**src/rtl/fifo_ctrl.sv**
```systemverilog
// fifo_ctrl -- pointer/flag controller for a FIFO built around an external RAM
// with a synchronous write port and an asynchronous read port.
//
// The controller keeps (ADDR_WIDTH+1)-bit write/read pointers. The extra MSB
// lets the pointers wrap modulo 2*DEPTH, so the low ADDR_WIDTH bits feed the
// RAM directly and wrap DEPTH-1 -> 0 on their own. The head entry is always
// presented on read_addr (show-ahead), so RAM read data is valid whenever
// empty is low, and a pop simply consumes it.
//
// Ports
//   clk           : single clock, all state updates on its rising edge
//   rst           : synchronous active-high reset
//   push          : producer write request, sampled each cycle
//   pop           : consumer read request, sampled each cycle
//   clear_err     : synchronous clear of the sticky overflow/underflow flags
//   write_enable  : RAM write enable (= accepted push, combinational)
//   write_addr    : RAM write address (tail)
//   read_addr     : RAM asynchronous read address (head)
//   full, empty, almost_full, almost_empty : status flags
//   count         : stored-entry count, 0..DEPTH
//   overflow      : sticky, set after a rejected push
//   underflow     : sticky, set after a rejected pop
module fifo_ctrl #(
  parameter int unsigned ADDR_WIDTH   = 4,
  parameter int unsigned AFULL_LEVEL  = (2 ** ADDR_WIDTH) - 2,
  parameter int unsigned AEMPTY_LEVEL = 2
) (
  input  logic                  clk,
  input  logic                  rst,
  input  logic                  push,
  input  logic                  pop,
  input  logic                  clear_err,
  output logic                  write_enable,
  output logic [ADDR_WIDTH-1:0] write_addr,
  output logic [ADDR_WIDTH-1:0] read_addr,
  output logic                  full,
  output logic                  empty,
  output logic                  almost_full,
  output logic                  almost_empty,
  output logic [ADDR_WIDTH:0]   count,
  output logic                  overflow,
  output logic                  underflow
);

  localparam logic [ADDR_WIDTH:0] DEPTH_C  = {1'b1, {ADDR_WIDTH{1'b0}}};
  localparam logic [ADDR_WIDTH:0] AFULL_C  = AFULL_LEVEL[ADDR_WIDTH:0];
  localparam logic [ADDR_WIDTH:0] AEMPTY_C = AEMPTY_LEVEL[ADDR_WIDTH:0];
  localparam logic [ADDR_WIDTH:0] ONE_C    = {{ADDR_WIDTH{1'b0}}, 1'b1};

  logic [ADDR_WIDTH:0] wptr_q, wptr_d;
  logic [ADDR_WIDTH:0] rptr_q, rptr_d;
  logic [ADDR_WIDTH:0] count_q, count_d;
  logic                ovf_q, ovf_d;
  logic                udf_q, udf_d;
  logic                push_acc;
  logic                pop_acc;

  // Flags come only from registered count, so accept decisions never depend
  // on this cycle's requests (no bypass from push to pop when empty).
  assign empty        = (count_q == '0);
  assign full         = (count_q == DEPTH_C);
  assign almost_full  = (count_q >= AFULL_C);
  assign almost_empty = (count_q <= AEMPTY_C);

  assign push_acc = push & ~full;
  assign pop_acc  = pop & ~empty;

  assign write_enable = push_acc;
  assign write_addr   = wptr_q[ADDR_WIDTH-1:0];
  assign read_addr    = rptr_q[ADDR_WIDTH-1:0];
  assign count        = count_q;
  assign overflow     = ovf_q;
  assign underflow    = udf_q;

  always_comb begin
    wptr_d  = wptr_q;
    rptr_d  = rptr_q;
    count_d = count_q;
    if (push_acc) wptr_d = wptr_q + ONE_C;
    if (pop_acc)  rptr_d = rptr_q + ONE_C;
    unique case ({push_acc, pop_acc})
      2'b10:   count_d = count_q + ONE_C;
      2'b01:   count_d = count_q - ONE_C;
      default: count_d = count_q;
    endcase
    // A new error in the same cycle as clear_err keeps the flag set.
    ovf_d = (push & full)  | (ovf_q & ~clear_err);
    udf_d = (pop  & empty) | (udf_q & ~clear_err);
  end

  always_ff @(posedge clk) begin
    if (rst) begin
      wptr_q  <= '0;
      rptr_q  <= '0;
      count_q <= '0;
      ovf_q   <= 1'b0;
      udf_q   <= 1'b0;
    end else begin
      wptr_q  <= wptr_d;
      rptr_q  <= rptr_d;
      count_q <= count_d;
      ovf_q   <= ovf_d;
      udf_q   <= udf_d;
    end
  end

endmodule

```
**config.mk**
```make
export PLATFORM = sky130hd
export DESIGN_NAME = fifo_ctrl
export DESIGN_NICKNAME = d
export VERILOG_FILES = /design/src/rtl/fifo_ctrl.sv
export SDC_FILE = /design/constraint.sdc
export NUM_CORES = 1
export LEC_CHECK = 0
export CORE_UTILIZATION = 40
export DETAILED_ROUTE_END_ITERATION = 16
export DONT_BUFFER_PORTS = 1
export PLACE_DENSITY_LB_ADDON = 0.15
export SLEW_MARGIN = 5
export SYNTH_ARGS = -nofsm -noshare
export SYNTH_HDL_FRONTEND = slang
export SYNTH_SLANG_ARGS = --single-unit
```
**constraint.sdc**
```tcl
create_clock -name clk -period 5.9 [get_ports clk]
set_input_delay 1.18 -clock clk [delete_from_list [all_inputs] [get_ports clk]]
set_output_delay 1.18 -clock clk [all_outputs]
set_load 0.005 [all_outputs]
```
==> out/metrics.cfg, run 1 <==
[run_status]
status=finished clean

[clock_network]
clkSinkCount=15
cts_hold_buf=0
worstSkewPairLatency_ps=280
cts_tree=done
htreeDepth=1
cts-buffers-inserted=3
clock_path_buffers=2
cts_resized=0
clkTransAtPathRegs_ps=90
root_buffer=clkbuf_4
cts_setup_buffers=0

[worst_setup_path]
crit_type=reg -> reg
ff2ff_setup_slack_ps=2780
worst_setup_path_start_kind=register
crit_fanout=11
r2r_start=count[1]
endpoint_kind=register
cp_data_arrival_time_ps=3300
reg2reg_to=count[4]
r2r_cells=10
required_ps=6070

[power_and_ir_drop]
total_power_w=0.0004891
ir_worst_vdd_uv=268.5
cellPowerDensity_nw_per_um2=530.4
p_leak_nw=0.4033

[cells_and_area]
area_growth_pct=1.796
nets=110
antenna-diode-count=0
drive_gt1_share_pct=8.163
finalNonFillerCells=125

[placement]
dp_hpwl_um=1282
dp_cells=121
place.gp.congestion=0.8237
io_buffer_count=0
pre_cts_ws_ps=2770

[synthesis]
syn_nets=112
synth-main-ff-cell=dfxtp_1
synthSimpleGateAreaFrac_pct=17.68
synth_compound_area_share_pct=20.99
yosysTopAreaCell=dfxtp_1
syn_inst=101
yosys_warnings=0
syn_area_um2=905.9
ys_types=35
syn_avg_cell_area_um2=8.969
async_flop_share_pct=0
synth_xor_area_share_pct=7.735
synth-seq-cells=15
ys_top_cells_by_area=dfxtp_1 33%, ha_1 8.3%, xor2_1 6.8%, nor2_1 5.8%, mux2i_1 4.4%
synth_fa_ha_area_share_pct=8.287
synth_commonest_cells=15 x dfxtp_1, 14 x nor2_1, 7 x xor2_1, 6 x a21oi_1, 6 x ha_1
yosysSeqAreaShare_pct=33.15
synth_top_family_by_area=compound AO/OA/AOI/OAI gates
synth_edf_count=0
synth_most_common_cell=dfxtp_1
synth.area.mux_share_pct=5.663
synth_top_area_share_pct=33.15

[route]
drt-initial-drc-count=7
topRoutingLayerUsed=met3
vias_per_cell=5.552
met1Wirelength_um=831
routed_wl_um=1771
drc=0
vias=694
drtPass1Iterations=4
dr_wl_met3_um=112
wl_per_cell_um=14.17
ant_nets=0
wl_met2_um=827

[run]
maxCapViolCount=0

[timing]
hold_violations=0
tightest_slew_ps=652.3
fin_setup_tns_ps=0
holdWs_ps=567.1
finalCriticalPeriod_ps=3124
maxSlewViolCount=0
max_freq_mhz=320.1
setup_violations=0
final.period_utilization_pct=52.95
clock_skew_ps=1.863
rsz0062_at_grt=no
relSlewSlack_pct=55.39
fin_ws_ps=2776

[floorplan]
io_pins=25
die_area_um2=2459
die-height_um=49.59
fp.coreArea_um2=2042
rows=16
start_util_pct=44.36
die_w_um=49.59

[global_routing]
antenna_found_initial=0
overflow=0
grt_pass1_vias=710
grt_pass1_wl_um=3125
grtUsageTotal_pct=16.48
grt_max_degree=19

[worst_hold_path]
holdPathStages=2
hold_end=wptr_q[2]
hold_path_startpoint=wptr_q[2]
hold_path_class=reg -> reg

==> how the worst max path moves through the flow <==
stage	startpoint	to	slack [ps]	cells after the start
final	count[1]	count[4]	2780	10
after global routing	count[1]	count[4]	2510	10
after CTS	count[1]	count[4]	2760	10
after detailed placement	count[1]	count[4]	2770	10
after global placement	count[1]	count[4]	2800	10
after floorplan	pop	count[4]	2920	10
==> critical path: stages, from the launching register on <==
cell and delay, ps:
dfxtp_1 430, or3_1 540, o31ai_4 330, inv_1 110
ha_1 310, xor2_1 180, ha_1 240, o21ai_0 150
a21oi_1 50, o32ai_1 300, mux2_2 360
==> sequential cells by signal, summed over array words and instances (netlist names) <==
signal and cells:
count 5, overflow 1, rptr_q 4, underflow 1
wptr_q 4
==> cells by family after synthesis <==
logic type / Yosys count
compound gates: 24
xor+xnor: 8
fa+ha+maj: 6
simple gates: 32
mux: 5
flops: 15
buf+inv: 11
==> layer usage <==
layer,GRT usage [%],vias to the layer above
met3,8.951,0
li1,-,351
met1,19.89,327
met5,0,-
met4,1.429,0
met2,26.58,16
==> per-stage QoR <==
step	cell area (µm²)	utilization, %
floorplan	905.9	-
global placement	895.9	43.87
detailed placement	895.9	43.87
CTS	922.1	45.16
global route	922.1	45.16
finish	922.1	45.16
==> cell type report <==
class	count	area, µm²
fill	228	1120
multi-input combinational	75	546.8
sequential	15	300.3
tap	27	33.78
clock buffer	4	26.28
inverter	4	15.01
==> layout by cell type, fill, tap and decap left out, types with 3 or more instances in the layout <==
master and instances:
mux2i_1 4, o21ai_0 3, ha_1 6, xor2_1 7, nor2b_1 5, a21oi_1 6, dfxtp_1 15, nor3_1 3
nor2_1 14, inv_1 4, clkbuf_4 3
==> power breakdown <==
group / switching (W) / internal, W / total [W]
logic: 0.000137 / 0.000105 / 0.000242
registers: 0.0000598 / 0.000130 / 0.000190
clock network: 0.0000316 / 0.0000262 / 0.0000578
total: 0.000228 / 0.000261 / 0.000489
Note: power is estimated with default switching activity, not from simulation.
==> inputs of run 2 (changes only) <==
==> constraint.sdc (replaced) <==
create_clock -name clk -period 2.55 [get_ports clk]
set_input_delay 0.51 -clock clk [delete_from_list [all_inputs] [get_ports clk]]
set_output_delay 0.51 -clock clk [all_outputs]
set_load 0.005 [all_outputs]
==> out/metrics.cfg, run 2 (synthesis results as in run 1) <==
[global_routing]
overflow=0  ; unchanged
grt_max_degree=19  ; unchanged
antenna_found_initial=0  ; unchanged
grtUsageTotal_pct=17.10  ; +0.61 points
grt_pass1_wl_um=3236  ; +3.6%
grt_pass1_vias=708  ; -0.28%

[placement]
io_buffer_count=0  ; unchanged
dpl_cell_area_um2=991.0  ; +11%
place.gp.congestion=0.7721  ; -6.3%
dp_hpwl_um=1468  ; +15%
dp_cells=133  ; +9.9%

[power_and_ir_drop]
p_sw_w=0.0005744  ; +150%
cellPowerDensity_nw_per_um2=1297  ; +140%
power.share.switching_pct=42.44  ; -4.2 points
pwr-share-comb_pct=63.4  ; +14 points
p_int_w=0.0007791  ; +200%
p_seq_share_pct=26.9  ; -12 points
ir_worst_vdd_uv=796.8  ; +200%
p_leak_nw=0.4638  ; +15%
p_clk_share_pct=9.8  ; -2.0 points

[route]
vias=743  ; +7.1%
routed_wl_um=1918  ; +8.3%
drc=0  ; unchanged
wl_per_cell_um=13.90  ; -1.9%
vias_per_cell=5.384  ; -3.0%
drt-initial-drc-count=3  ; -4
ant_nets=0  ; unchanged
drtPass1Iterations=3  ; -1

[cells_and_area]
largest_reg_flops=5  ; unchanged
final_area_um2=1044  ; +13%
final_util_pct=51.10  ; +5.9 points
nets=123  ; +12%
finalNonFillerCells=138  ; +10%
drive_gt1_share_pct=24.32  ; +16 points
layout_common_cells=14 x nor2_1, 14 x dfxtp_1, 13 x buf_4, 7 x xor2_1, 6 x a21oi_1
antenna-diode-count=0  ; unchanged
area_growth_pct=15.19

[worst_setup_path]
crit_fanout=5  ; -6
worst_setup_path_start_kind=register
endpoint_kind=register
required_ps=2730  ; -3340 ps
ff2ff_setup_slack_ps=80  ; -2690 ps
crit_type=reg -> reg
r2r_cells=10  ; unchanged
cp_data_arrival_time_ps=2640  ; -660 ps

[timing]
relSlewSlack_pct=56.43  ; +1.0 points
holdWs_ps=280.7  ; -286.4 ps
tightest_slew_ps=637.1  ; -15.19 ps
maxSlewViolCount=0  ; unchanged
clock_skew_ps=1.655  ; -0.2075 ps
max_freq_mhz=405.6  ; +27%
setup_violations=0  ; unchanged
final.period_utilization_pct=96.69  ; +44 points
finalCriticalPeriod_ps=2466  ; -658.4 ps
hold_violations=0  ; unchanged

[run_status]
status=finished clean

[floorplan]
start_util_pct=44.36  ; unchanged
io_pins=25  ; unchanged
rows=16  ; unchanged
die_w_um=49.59  ; unchanged
die-height_um=49.59  ; unchanged
die_area_um2=2459  ; unchanged
fp.coreArea_um2=2042  ; unchanged

[clock_network]
clkSinkCount=15  ; unchanged
worstSkewPairLatency_ps=280  ; about the same
root_buffer=clkbuf_4
cts-buffers-inserted=3  ; unchanged
cts_hold_buf=0  ; unchanged
clock_path_buffers=2  ; unchanged
cts_tree=done
htreeDepth=1  ; unchanged
clkTransAtPathRegs_ps=80  ; about the same

[worst_hold_path]
hold_path_class=in -> reg
holdPathStages=1  ; -1

[run]
maxCapViolCount=0  ; unchanged

## run 2: power by group through the flow
stage | Combinational, W | Clock [W] | Sequential (W)
after floorplan | 0.000569 | 0 | 0.000387
after global placement | 0.000801 | 0 | 0.000364
after detailed placement | 0.000817 | 0 | 0.000367
after CTS | 0.000834 | 0.000139 | 0.000363
after global routing | 0.000968 | 0.000149 | 0.000373
final | 0.000858 | 0.000132 | 0.000363
## run 2: layout make-up
| type | instances | area, µm² |
|---|---|---|
| well taps | 27 | 33.78 |
| clock buffers | 4 | 26.28 |
| repair buffers | 13 | 97.59 |
| inverters | 4 | 15.01 |
| flip-flops and latches | 15 | 301.5 |
| fillers | 202 | 998.5 |
| multi-input cells | 75 | 569.3 |
## run 2: path summary, 6_finish.rpt
kind	from	to
setup / recovery	count[0]	count[4]
hold / removal	rst	count[2]
setup reg to reg	count[0]	count[4]
hold reg to reg	wptr_q[3]	wptr_q[3]
## run 2: per-layer routing
layer / track usage, % / vias up / part of all wire [%]
met5: 0 / - / 0
met1: 18.84 / 345 / 44
met2: 29.50 / 21 / 48
met3: 9.259 / 0 / 8.0
li1: - / 377 / -
met4: 1.905 / 0 / 0
## run 2: critical path, stage by stage (launching register included)
cell and delay [ps]:
dfxtp_1 320, or3_4 420, o31ai_4 210, inv_2 80
ha_4 180, xor2_1 140, ha_2 200, o21ai_1 110
a21oi_1 50, o32ai_1 290, mux2_2 360
## run 2: metrics by stage
stage | worst slack (ps) | total power [W] | setup TNS (ps)
final | 84.35 | 0.001353 | 0
after global routing | -6.714 | 0.001489 | -6.714
after CTS | 44.40 | 0.001336 | 0
after detailed placement | -9.950 | 0.001184 | -9.950
after global placement | 18.00 | 0.001165 | 0
after floorplan | -218.7 | 0.0009555 | -294.9
## run 2: what timing repair did
item | in CTS | in global routing
setup buffers | 0 | 1
pin swaps | 0 | 2
gates cloned | 0 | 0
resized for setup | 1 | 4
endpoints found under the setup margin | 1 | 2
==> inputs of run 3 (changes only) <==
--- a/config.mk
+++ b/config.mk
@@ -5,10 +5,13 @@
 export SDC_FILE = /design/constraint.sdc
 export NUM_CORES = 1
 export LEC_CHECK = 0
+export CELL_PAD_IN_SITES_DETAIL_PLACEMENT = 1
+export CELL_PAD_IN_SITES_GLOBAL_PLACEMENT = 1
 export CORE_UTILIZATION = 40
 export DETAILED_ROUTE_END_ITERATION = 16
 export DONT_BUFFER_PORTS = 1
 export PLACE_DENSITY_LB_ADDON = 0.15
+export SKIP_CTS_REPAIR_TIMING = 1
 export SLEW_MARGIN = 5
 export SYNTH_ARGS = -nofsm -noshare
 export SYNTH_HDL_FRONTEND = slang
==> out/metrics.cfg, run 3 (synthesis results as in run 1) <==
[worst_setup_path]
path_cells=or3_4 -> o31ai_4 -> inv_2 -> ha_4 -> ha_1 -> a31oi_1 -> o32ai_2 -> mux2_2
cp.depth=8  ; -2
critPathBufInv=1  ; unchanged
slowest_delay_ps=440  ; +20 ps
endpoint=count[4]
r2r_cells=8  ; -2
r2r_start=count[0]
critPathSlowestCell=or3_4
reg2reg_to=count[4]
cp_data_arrival_time_ps=2670  ; +30 ps
cp-startpoint=count[0]
crit_fanout=4  ; -1
required_ps=2740  ; about the same
crit_type=reg -> reg
endpoint_kind=register
ff2ff_setup_slack_ps=80  ; about the same
worst_setup_path_start_kind=register
crit_family=compound AO/OA/AOI/OAI gates

[placement]
dp_cells=133  ; unchanged
io_buffer_count=0  ; unchanged
place.gp.congestion=0.8113  ; +5.1%
pre_cts_ws_ps=-83.09  ; -73.14 ps
dp_hpwl_um=1756  ; +20%

[clock_network]
clkSinkCount=15  ; unchanged
clkTransAtPathRegs_ps=100  ; +20 ps
root_buffer=clkbuf_4
cts-buffers-inserted=3  ; unchanged
clock_path_buffers=2  ; unchanged
htreeDepth=1  ; unchanged
cts_tree=done
worstSkewPairLatency_ps=290  ; about the same

[power_and_ir_drop]
ir_worst_vdd_uv=794.4  ; -0.30%
p_leak_nw=0.4646  ; +0.17%
cellPowerDensity_nw_per_um2=1364  ; +5.1%
total_power_w=0.001445  ; +6.8%

[cells_and_area]
drive_gt1_share_pct=27.27  ; +2.9 points
largest_reg_flops=5  ; unchanged
antenna-diode-count=0  ; unchanged
final_common_cell=dfxtp_1
area_growth_pct=16.99
finalNonFillerCells=137  ; -0.72%
nets=122  ; -0.81%
layout_common_cells=15 x dfxtp_1, 14 x nor2_1, 12 x buf_4, 6 x a21oi_1, 6 x xor2_1
n_fill_cell=253  ; +25%

[timing]
maxSlewViolCount=0  ; unchanged
relSlewSlack_pct=56.18  ; -0.24 points
clock_skew_ps=1.827  ; +0.1721 ps
finalCriticalPeriod_ps=2474  ; +8.286 ps
fin_setup_tns_ps=0  ; unchanged
fin_ws_ps=76.06  ; -8.286 ps
max_freq_mhz=404.2  ; -0.34%
hold_violations=0  ; unchanged
final.period_utilization_pct=97.02  ; +0.32 points
tightest_slew_ps=640.7  ; +3.562 ps
setup_violations=0  ; unchanged
holdWs_ps=273.4  ; -7.287 ps

[run]
maxCapViolCount=0  ; unchanged

[floorplan]
die_area_um2=2459  ; unchanged
die_w_um=49.59  ; unchanged
start_util_pct=44.36  ; unchanged
rows=16  ; unchanged
fp.coreArea_um2=2042  ; unchanged
die-height_um=49.59  ; unchanged
io_pins=25  ; unchanged

[route]
wl_per_cell_um=17.89  ; +29%
vias=795  ; +7.0%
routed_wl_um=2451  ; +28%
vias_per_cell=5.803  ; +7.8%
drc=0  ; unchanged
drtPass1Iterations=4  ; +1
ant_nets=0  ; unchanged
drt-initial-drc-count=7  ; +4

[worst_hold_path]
hold_path_class=in -> reg

[global_routing]
antenna_found_initial=0  ; unchanged
grt_pass1_vias=877  ; +24%
grt_pass1_wl_um=3974  ; +23%
grtUsageTotal_pct=21.75  ; +4.7 points
overflow=0  ; unchanged
grt_max_degree=19  ; unchanged

[run_status]
status=finished clean

run 3: how the worst min path moves through the flow:
stage / startpoint / end / depth (start not counted)
detailed placement: wptr_q[3] / wptr_q[3] / 2
floorplan: wptr_q[3] / wptr_q[3] / 2
global placement: wptr_q[3] / wptr_q[3] / 2
global route: rst / count[1] / 1
finish: rst / count[1] / 1
CTS: rst / count[2] / 1
run 3: final cells by class:
cell class / count / area (µm²) / share of cell area, %
Clock buffer: 3 / 22.52 / 2.125
Clock inverter: 1 / 5.005 / 0.4723
Inverter: 4 / 15.01 / 1.417
Multi-Input combinational cell: 75 / 593.1 / 55.96
Sequential cell: 15 / 300.3 / 28.34
Tap cell: 27 / 33.78 / 3.188
Timing Repair Buffer: 12 / 90.09 / 8.501
run 3: where the power goes:
part | internal [W] | total (W) | switching, W
clock | 0.0000584 | 0.000147 | 0.0000882
combinational | 0.000424 | 0.000913 | 0.000489
sequential | 0.000300 | 0.000386 | 0.0000853
run 3: routing by layer:
layer	up-vias	routed length (µm)	global-route usage, %
met2	29	1244	39.19
met4	0	45	10.95
li1	374	-	-
met5	-	0	0
met3	6	111	3.704
met1	386	1049	24.16
run 3: metrics by stage:
stage / util, % / area [µm²]
finish: 51.90 / 1060
global route: 51.90 / 1060
CTS: 49.88 / 1018
detailed placement: 48.53 / 991.0
global placement: 48.53 / 991.0
floorplan: - / 917.1
